$ cat config.mk
export PLATFORM = sky130hd
export DESIGN_NAME = wbs_router
export DESIGN_NICKNAME = d
export VERILOG_FILES = /design/src/rtl/wbs_router.sv
export SDC_FILE = /design/constraint.sdc
export NUM_CORES = 1
export LEC_CHECK = 0
export CORE_AREA = 5 5 139 141
export CTS_BUF_LIST = sky130_fd_sc_hd__clkbuf_8
export DETAILED_ROUTE_END_ITERATION = 12
export DIE_AREA = 0 0 144 146
export GPL_TIMING_DRIVEN = 0
export PLACE_DENSITY = 0.77
export SYNTH_ARGS = -nofsm -noshare
export SYNTH_HDL_FRONTEND = slang
export SYNTH_SLANG_ARGS = --single-unit
$ cat constraint.sdc
create_clock -name wb_clk_i -period 3.1 [get_ports wb_clk_i]
set_clock_uncertainty 0.2 [all_clocks]
set_input_delay 0.775 -clock wb_clk_i [delete_from_list [all_inputs] [get_ports wb_clk_i]]
set_output_delay 0.775 -clock wb_clk_i [all_outputs]
set_load 0.01 [all_outputs]
$ cat src/rtl/wbs_router.sv
// Wishbone classic single-master to N-slave router with address-window decode,
// per-transaction timeout, and error status (count, last address, last type).
module wbs_router #(
    parameter int BUS_DATA_WIDTH = 32,
    parameter int BUS_ADDR_WIDTH = 32,
    parameter int NUM_SLAVES     = 4,
    parameter logic [NUM_SLAVES*BUS_ADDR_WIDTH-1:0] SLAVE_BASE = '0,
    parameter logic [NUM_SLAVES*BUS_ADDR_WIDTH-1:0] SLAVE_HIGH = '0,
    parameter int TIMEOUT        = 16
) (
    input  logic                                 wb_clk_i,
    input  logic                                 wb_rst_n_i,
    input  logic                                 wbm_cyc_i,
    input  logic                                 wbm_stb_i,
    input  logic                                 wbm_we_i,
    input  logic [BUS_DATA_WIDTH/8-1:0]          wbm_sel_i,
    input  logic [BUS_ADDR_WIDTH-1:0]            wbm_adr_i,
    input  logic [BUS_DATA_WIDTH-1:0]            wbm_dat_i,
    output logic [BUS_DATA_WIDTH-1:0]            wbm_dat_o,
    output logic                                 wbm_ack_o,
    output logic                                 wbm_err_o,
    output logic [NUM_SLAVES-1:0]                wbs_cyc_o,
    output logic [NUM_SLAVES-1:0]                wbs_stb_o,
    output logic                                 wbs_we_o,
    output logic [BUS_DATA_WIDTH/8-1:0]          wbs_sel_o,
    output logic [BUS_ADDR_WIDTH-1:0]            wbs_adr_o,
    output logic [BUS_DATA_WIDTH-1:0]            wbs_dat_o,
    input  logic [NUM_SLAVES*BUS_DATA_WIDTH-1:0] wbs_dat_i,
    input  logic [NUM_SLAVES-1:0]                wbs_ack_i,
    input  logic [NUM_SLAVES-1:0]                wbs_err_i,
    output logic                                 busy_o,
    output logic [15:0]                          err_count_o,
    output logic [BUS_ADDR_WIDTH-1:0]            last_err_adr_o,
    output logic [1:0]                           last_err_type_o
);
    localparam int SEL_W = BUS_DATA_WIDTH / 8;
    localparam int IDX_W = (NUM_SLAVES > 1) ? $clog2(NUM_SLAVES) : 1;
    localparam int CNT_W = $clog2(TIMEOUT) + 1;
    localparam logic [CNT_W-1:0] CNT_LAST = CNT_W'(TIMEOUT - 1);

    localparam logic [1:0] ERR_UNMAPPED = 2'b01;
    localparam logic [1:0] ERR_TIMEOUT  = 2'b10;
    localparam logic [1:0] ERR_SLAVE    = 2'b11;

    typedef enum logic [1:0] {IDLE, ACTIVE, RESP} state_t;

    state_t                    state_q, state_d;
    logic [NUM_SLAVES-1:0]     strb_q, strb_d;
    logic [IDX_W-1:0]          idx_q, idx_d;
    logic [CNT_W-1:0]          cnt_q, cnt_d;
    logic                      we_q, we_d;
    logic [SEL_W-1:0]          sel_q, sel_d;
    logic [BUS_ADDR_WIDTH-1:0] adr_q, adr_d;
    logic [BUS_DATA_WIDTH-1:0] wdat_q, wdat_d;
    logic [BUS_DATA_WIDTH-1:0] rdat_q, rdat_d;
    logic                      ack_q, ack_d;
    logic                      err_q, err_d;
    logic [15:0]               err_count_q, err_count_d;
    logic [BUS_ADDR_WIDTH-1:0] err_adr_q, err_adr_d;
    logic [1:0]                err_type_q, err_type_d;

    logic [NUM_SLAVES-1:0]     hit;
    logic [BUS_DATA_WIDTH-1:0] slv_dat [NUM_SLAVES];

    generate
        for (genvar gi = 0; gi < NUM_SLAVES; gi++) begin : g_slave
            assign hit[gi] = (wbm_adr_i >= SLAVE_BASE[gi*BUS_ADDR_WIDTH +: BUS_ADDR_WIDTH]) &&
                             (wbm_adr_i <= SLAVE_HIGH[gi*BUS_ADDR_WIDTH +: BUS_ADDR_WIDTH]);
            assign slv_dat[gi] = wbs_dat_i[gi*BUS_DATA_WIDTH +: BUS_DATA_WIDTH];
        end
    endgenerate

    logic                  hit_any;
    logic [IDX_W-1:0]      hit_idx;
    logic [NUM_SLAVES-1:0] hit_onehot;
    logic                  rec_err;
    logic [1:0]            rec_type;
    logic [BUS_ADDR_WIDTH-1:0] rec_adr;

    // Scan downwards so the lowest matching window wins on overlap.
    always_comb begin
        hit_any    = 1'b0;
        hit_idx    = '0;
        hit_onehot = '0;
        for (int i = NUM_SLAVES - 1; i >= 0; i--) begin
            if (hit[i]) begin
                hit_any = 1'b1;
                hit_idx = IDX_W'(i);
            end
        end
        hit_onehot[hit_idx] = hit_any;
    end

    always_comb begin
        state_d     = state_q;
        strb_d      = strb_q;
        idx_d       = idx_q;
        cnt_d       = cnt_q;
        we_d        = we_q;
        sel_d       = sel_q;
        adr_d       = adr_q;
        wdat_d      = wdat_q;
        rdat_d      = rdat_q;
        ack_d       = 1'b0;
        err_d       = 1'b0;
        err_count_d = err_count_q;
        err_adr_d   = err_adr_q;
        err_type_d  = err_type_q;
        rec_err     = 1'b0;
        rec_type    = 2'b00;
        rec_adr     = adr_q;

        case (state_q)
            IDLE: begin
                if (wbm_cyc_i && wbm_stb_i) begin
                    we_d   = wbm_we_i;
                    sel_d  = wbm_sel_i;
                    adr_d  = wbm_adr_i;
                    wdat_d = wbm_dat_i;
                    if (hit_any) begin
                        idx_d   = hit_idx;
                        strb_d  = hit_onehot;
                        cnt_d   = '0;
                        state_d = ACTIVE;
                    end else begin
                        rec_err  = 1'b1;
                        rec_type = ERR_UNMAPPED;
                        rec_adr  = wbm_adr_i;
                        err_d    = 1'b1;
                        state_d  = RESP;
                    end
                end
            end
            ACTIVE: begin
                // Master abort takes precedence; the cycle vanishes without a response.
                if (!wbm_cyc_i) begin
                    strb_d  = '0;
                    state_d = IDLE;
                end else if (wbs_err_i[idx_q]) begin
                    rec_err  = 1'b1;
                    rec_type = ERR_SLAVE;
                    err_d    = 1'b1;
                    strb_d   = '0;
                    state_d  = RESP;
                end else if (wbs_ack_i[idx_q]) begin
                    rdat_d  = slv_dat[idx_q];
                    ack_d   = 1'b1;
                    strb_d  = '0;
                    state_d = RESP;
                end else if (cnt_q == CNT_LAST) begin
                    rec_err  = 1'b1;
                    rec_type = ERR_TIMEOUT;
                    err_d    = 1'b1;
                    strb_d   = '0;
                    state_d  = RESP;
                end else begin
                    cnt_d = cnt_q + 1'b1;
                end
            end
            RESP: begin
                state_d = IDLE;
            end
            default: begin
                strb_d  = '0;
                state_d = IDLE;
            end
        endcase

        if (rec_err) begin
            err_count_d = (err_count_q != 16'hFFFF) ? err_count_q + 16'd1 : err_count_q;
            err_adr_d   = rec_adr;
            err_type_d  = rec_type;
        end
    end

    always_ff @(posedge wb_clk_i or negedge wb_rst_n_i) begin
        if (!wb_rst_n_i) begin
            state_q     <= IDLE;
            strb_q      <= '0;
            idx_q       <= '0;
            cnt_q       <= '0;
            we_q        <= 1'b0;
            sel_q       <= '0;
            adr_q       <= '0;
            wdat_q      <= '0;
            rdat_q      <= '0;
            ack_q       <= 1'b0;
            err_q       <= 1'b0;
            err_count_q <= '0;
            err_adr_q   <= '0;
            err_type_q  <= '0;
        end else begin
            state_q     <= state_d;
            strb_q      <= strb_d;
            idx_q       <= idx_d;
            cnt_q       <= cnt_d;
            we_q        <= we_d;
            sel_q       <= sel_d;
            adr_q       <= adr_d;
            wdat_q      <= wdat_d;
            rdat_q      <= rdat_d;
            ack_q       <= ack_d;
            err_q       <= err_d;
            err_count_q <= err_count_d;
            err_adr_q   <= err_adr_d;
            err_type_q  <= err_type_d;
        end
    end

    assign wbs_cyc_o       = strb_q;
    assign wbs_stb_o       = strb_q;
    assign wbs_we_o        = we_q;
    assign wbs_sel_o       = sel_q;
    assign wbs_adr_o       = adr_q;
    assign wbs_dat_o       = wdat_q;
    assign wbm_dat_o       = rdat_q;
    assign wbm_ack_o       = ack_q;
    assign wbm_err_o       = err_q;
    assign busy_o          = (state_q != IDLE);
    assign err_count_o     = err_count_q;
    assign last_err_adr_o  = err_adr_q;
    assign last_err_type_o = err_type_q;

endmodule

==> impl_metrics.py <==
metrics = {
    "worst_setup_path": {
        "worst_path_max_delay_cell": "clkdlybuf4s50_1",
        "cp_num_buf_inv": 2,
        "cpPeakStageDelay_ns": 0.42,
        "worst_path_dominant_cell_family": "simple AND/OR/NAND/NOR gates",
        "worstPathArrival_ns": 2.95,
        "crit_fanout": 10,
        "critPathKind": "input pin to flip-flop",
        "critPathLaunchType": "input pin",
        "path_cells": "clkdlybuf4s50_1, nor4_1, nand4_1, nor2_2, nor2_1, clkbuf_1, o21ai_0",
        "cp-end-kind": "flip-flop",
        "required_ns": 3.24,
    },
    "drt": {
        "ant_nets": 0,
        "met2_length_um": 9580,
        "wl_per_cell_um": 16.2,
        "dr_total_vias": 5639,
        "dr.pass1.iters": 4,
        "drt_iter0_drc": 259,
        "routed.top_layer": "met4",
        "met1_length_um": 8100,
        "dr_wl_met3_um": 1330,
        "drc": 0,
        "vias_per_cell": 4.72,
        "routed_wl_um": 19300,
    },
    "timing": {
        "tightest_slew_ns": 0.598,
        "tns_ns": 0,
        "drv_slew": 0,
        "grt_setup_unrepaired": "false",
        "holdWs_ns": 0.275,
        "period_share_pct": 90.4,
        "period_minus_slack_ns": 2.80,
        "hold_viol": 0,
        "max_freq_ghz": 0.357,
        "maxSlewHeadroom_pct": 60.1,
        "setup_viol": 0,
        "setup_ws_ns": 0.298,
    },
    "place": {
        "place_ws_ns": -0.350,
        "hpwl_um": 14400,
        "port_buffers": 262,
        "gp_congestion": 0.798,
    },
    "finish": {
        "n_fill_cell": 1571,
        "diodes": 0,
        "drive_gt1_share_pct": 5.59,
        "fin_util_pct": 55.1,
        "area_growth_pct": 51.2,
        "layout.nets": 1167,
    },
    "floorplanning": {
        "io_pins": 371,
        "die_h_um": 146,
        "row_count": 49,
        "initial_core_util_pct": 36.4,
        "core-area_um2": 17800,
        "die_x_um": 144,
        "die_area_um2": 21000,
    },
    "clock_network": {
        "cts_max_level": 4,
        "cts.sinks": 161,
        "insertion_delay_ns": 0.43,
        "cts_buffers": 17,
        "cts_tree": "done",
        "clockBufferDepth": 2,
        "post_cts_buffers": 0,
        "cts-root-buf": "clkbuf_8",
        "clk_pin_slew_worst_paths_ns": 0.08,
    },
    "power_and_ir_drop": {
        "p_total_uw": 5500,
        "powerDensity_nw_per_um2": 560,
        "clkPwrFrac_pct": 26.0,
        "power.switching_uw": 1610,
        "p_sw_share_pct": 29.3,
        "p_int_uw": 3890,
        "vdd_drop_max_uv": 355,
        "p_comb_share_pct": 26.2,
        "power_frac_seq_pct": 47.8,
        "total_leakage_power_uw": 0.00484,
    },
    "yosys": {
        "synth_area_um2": 6500,
        "yosysWarnings": 0,
        "synth.distinct_cells": 35,
        "ys_seq_elements": 161,
        "syn_inst": 667,
        "ys_seq_area_share_pct": 62.0,
        "avgSynthCellArea_um2": 9.75,
    },
    "global_routing": {
        "antenna_found_initial": 0,
        "grt_start_max_net_pins": 115,
        "first_global_vias": 5730,
        "grt-ovfl-total": 0,
        "gr-usage-all-layers_pct": 18.5,
        "grt_pass1_wl_um": 30800,
    },
    "min_path": {
        "min_path_type": "flip-flop to flip-flop",
    },
    "job": {
        "maxCapViolCount": 0,
    },
    "outcome": {
        "status": "complete, no violations",
    },
}
[metal layers]
metal | track usage [%] | vias up
li1 | - | 2713
met1 | 23.5 | 2721
met2 | 30.4 | 181
met3 | 5.75 | 24
met4 | 5.18 | 0
met5 | 0 | -
[sequential cells by signal, summed over array words and instances, names as in the netlist, 4 cells and up]
signal          flops
last_err_adr_o     32
wbs_adr_o          32
err_count_o        16
wbs_dat_o          32
wbs_sel_o           4
wbm_dat_o          32
cnt_q               5
[placed cells by master (no fill, tap or decap), types with 2 or more instances in the layout]
cell type / instances
nand2_1: 317
clkdlybuf4s50_1: 261
dfrtp_1: 161
o21ai_0: 35
mux2i_1: 32
clkbuf_1: 19
clkbuf_8: 19
xnor2_1: 11
nor4_1: 8
nand3_1: 8
nor2_1: 7
inv_1: 7
buf_4: 7
buf_2: 6
a21oi_1: 6
conb_1: 6
and3_1: 5
nand4_1: 4
xor2_1: 4
clkinv_2: 4
clkinvlp_4: 4
buf_1: 3
a31oi_1: 3
ha_1: 3
o21ai_2: 2
nor2b_1: 2
o211ai_1: 2
and3_4: 2
and4_4: 2
[cells by family after synthesis]
| family | synth area share, % |
|---|---|
| and+or+nand+nor | 22.7 |
| DFF | 62.0 |
| AOI/OAI and AO/OA | 4.66 |
| buffers and inverters | 2.89 |
| muxes | 5.10 |
| xor gates and xnor gates | 2.02 |
| adders and majority gates | 0.578 |
| other | 0.0577 |
[power by group through the flow]
stage	Clock (µW)	Sequential, µW	Combinational (µW)
5_1_grt	1560	2680	1570
2_1_floorplan	0	2800	341
4_1_cts	1470	2630	1470
6_report	1430	2630	1440
3_5_place_dp	0	2670	1460
3_3_place_gp	0	2660	1440
[synth_stat cells]
| cell | count | area share, % |
|---|---|---|
| nand3_1 | 8 | 0.62 |
| clkbuf_1 | 19 | 1.1 |
| nor4_1 | 8 | 0.77 |
| and3_4 | 2 | 0.35 |
| a221o_1 | 1 | 0.15 |
| mux2_2 | 1 | 0.17 |
| buf_2 | 6 | 0.46 |
| a31oi_1 | 3 | 0.29 |
| o211ai_1 | 2 | 0.23 |
| xnor2_1 | 11 | 1.5 |
| nand4_1 | 4 | 0.38 |
| ha_1 | 3 | 0.58 |
| o21ai_2 | 2 | 0.27 |
| conb_1 | 1 | 0.058 |
| and4b_1 | 1 | 0.15 |
| nor2b_1 | 2 | 0.19 |
| a21oi_1 | 6 | 0.46 |
| nand3b_1 | 1 | 0.12 |
| dfrtp_1 | 161 | 62 |
| o21ai_0 | 35 | 2.7 |
| or4b_1 | 1 | 0.15 |
| nand2_1 | 317 | 18 |
| a21oi_2 | 1 | 0.13 |
| inv_1 | 6 | 0.35 |
| buf_4 | 7 | 0.81 |
| and4_4 | 2 | 0.35 |
| and3_1 | 5 | 0.48 |
| and3b_1 | 1 | 0.13 |
| nor2_1 | 8 | 0.46 |
| nand4b_1 | 1 | 0.13 |
| xor2_1 | 4 | 0.54 |
| or4_1 | 1 | 0.12 |
| a2111oi_4 | 1 | 0.42 |
| buf_1 | 3 | 0.17 |
| mux2i_1 | 32 | 4.9 |
[final cells by class]
cell class                 count  area [µm²]  share of cell area, %
clock inverter                11        92.6                  0.942
clock buffer                  19         262                   2.66
multi-input combinational    470        2300                   23.5
timing repair buffer         264        2670                   27.1
sequential                   161        4030                   41.0
buffer                        35         165                   1.68
tap                          229         287                   2.92
inverter                       6        22.5                  0.229
[worst paths after layout]
check / from / to / slack, ns / depth (start not counted)
worst min register to register: wbm_dat_o[10]$_DFFE_PN0P_ / wbm_dat_o[10]$_DFFE_PN0P_ / 0.28 / 2
worst max register to register: cnt_q[0]$_DFFE_PN0P_ / last_err_adr_o[27]$_DFFE_PN0P_ / 0.38 / 9
min in group asynchronous: wb_rst_n_i / last_err_adr_o[17]$_DFFE_PN0P_ / 0.61 / 2
max in group asynchronous: wb_rst_n_i / cnt_q[3]$_DFFE_PN0P_ / 1.20 / 3
worst min-delay path: wbm_dat_o[10]$_DFFE_PN0P_ / wbm_dat_o[10]$_DFFE_PN0P_ / 0.28 / 2
worst max-delay path: wbm_adr_i[17] / last_err_adr_o[6]$_DFFE_PN0P_ / 0.30 / 7
[worst min-delay path: cells and delay by family, from the launching register on]
kind,cells,cell delay [ns]
AND/OR/NAND/NOR,2,0.10
flip-flops,1,0.35
[timing repair]
item | in CTS | in global routing
hold buffers | 1 | 0
setup endpoints to repair | 0 | 19
endpoints found under the hold margin | 5 | 0
gates resized for setup | 0 | 1
[per-stage QoR]
step | instance area [µm²] | instances
2_1_floorplan | 6520 | 672
3_3_place_gp | 9430 | 1163
6_report | 9830 | 1195
5_1_grt | 9830 | 1195
3_5_place_dp | 9460 | 1164
4_1_cts | 9820 | 1195
(Power assumes the default switching activity.)
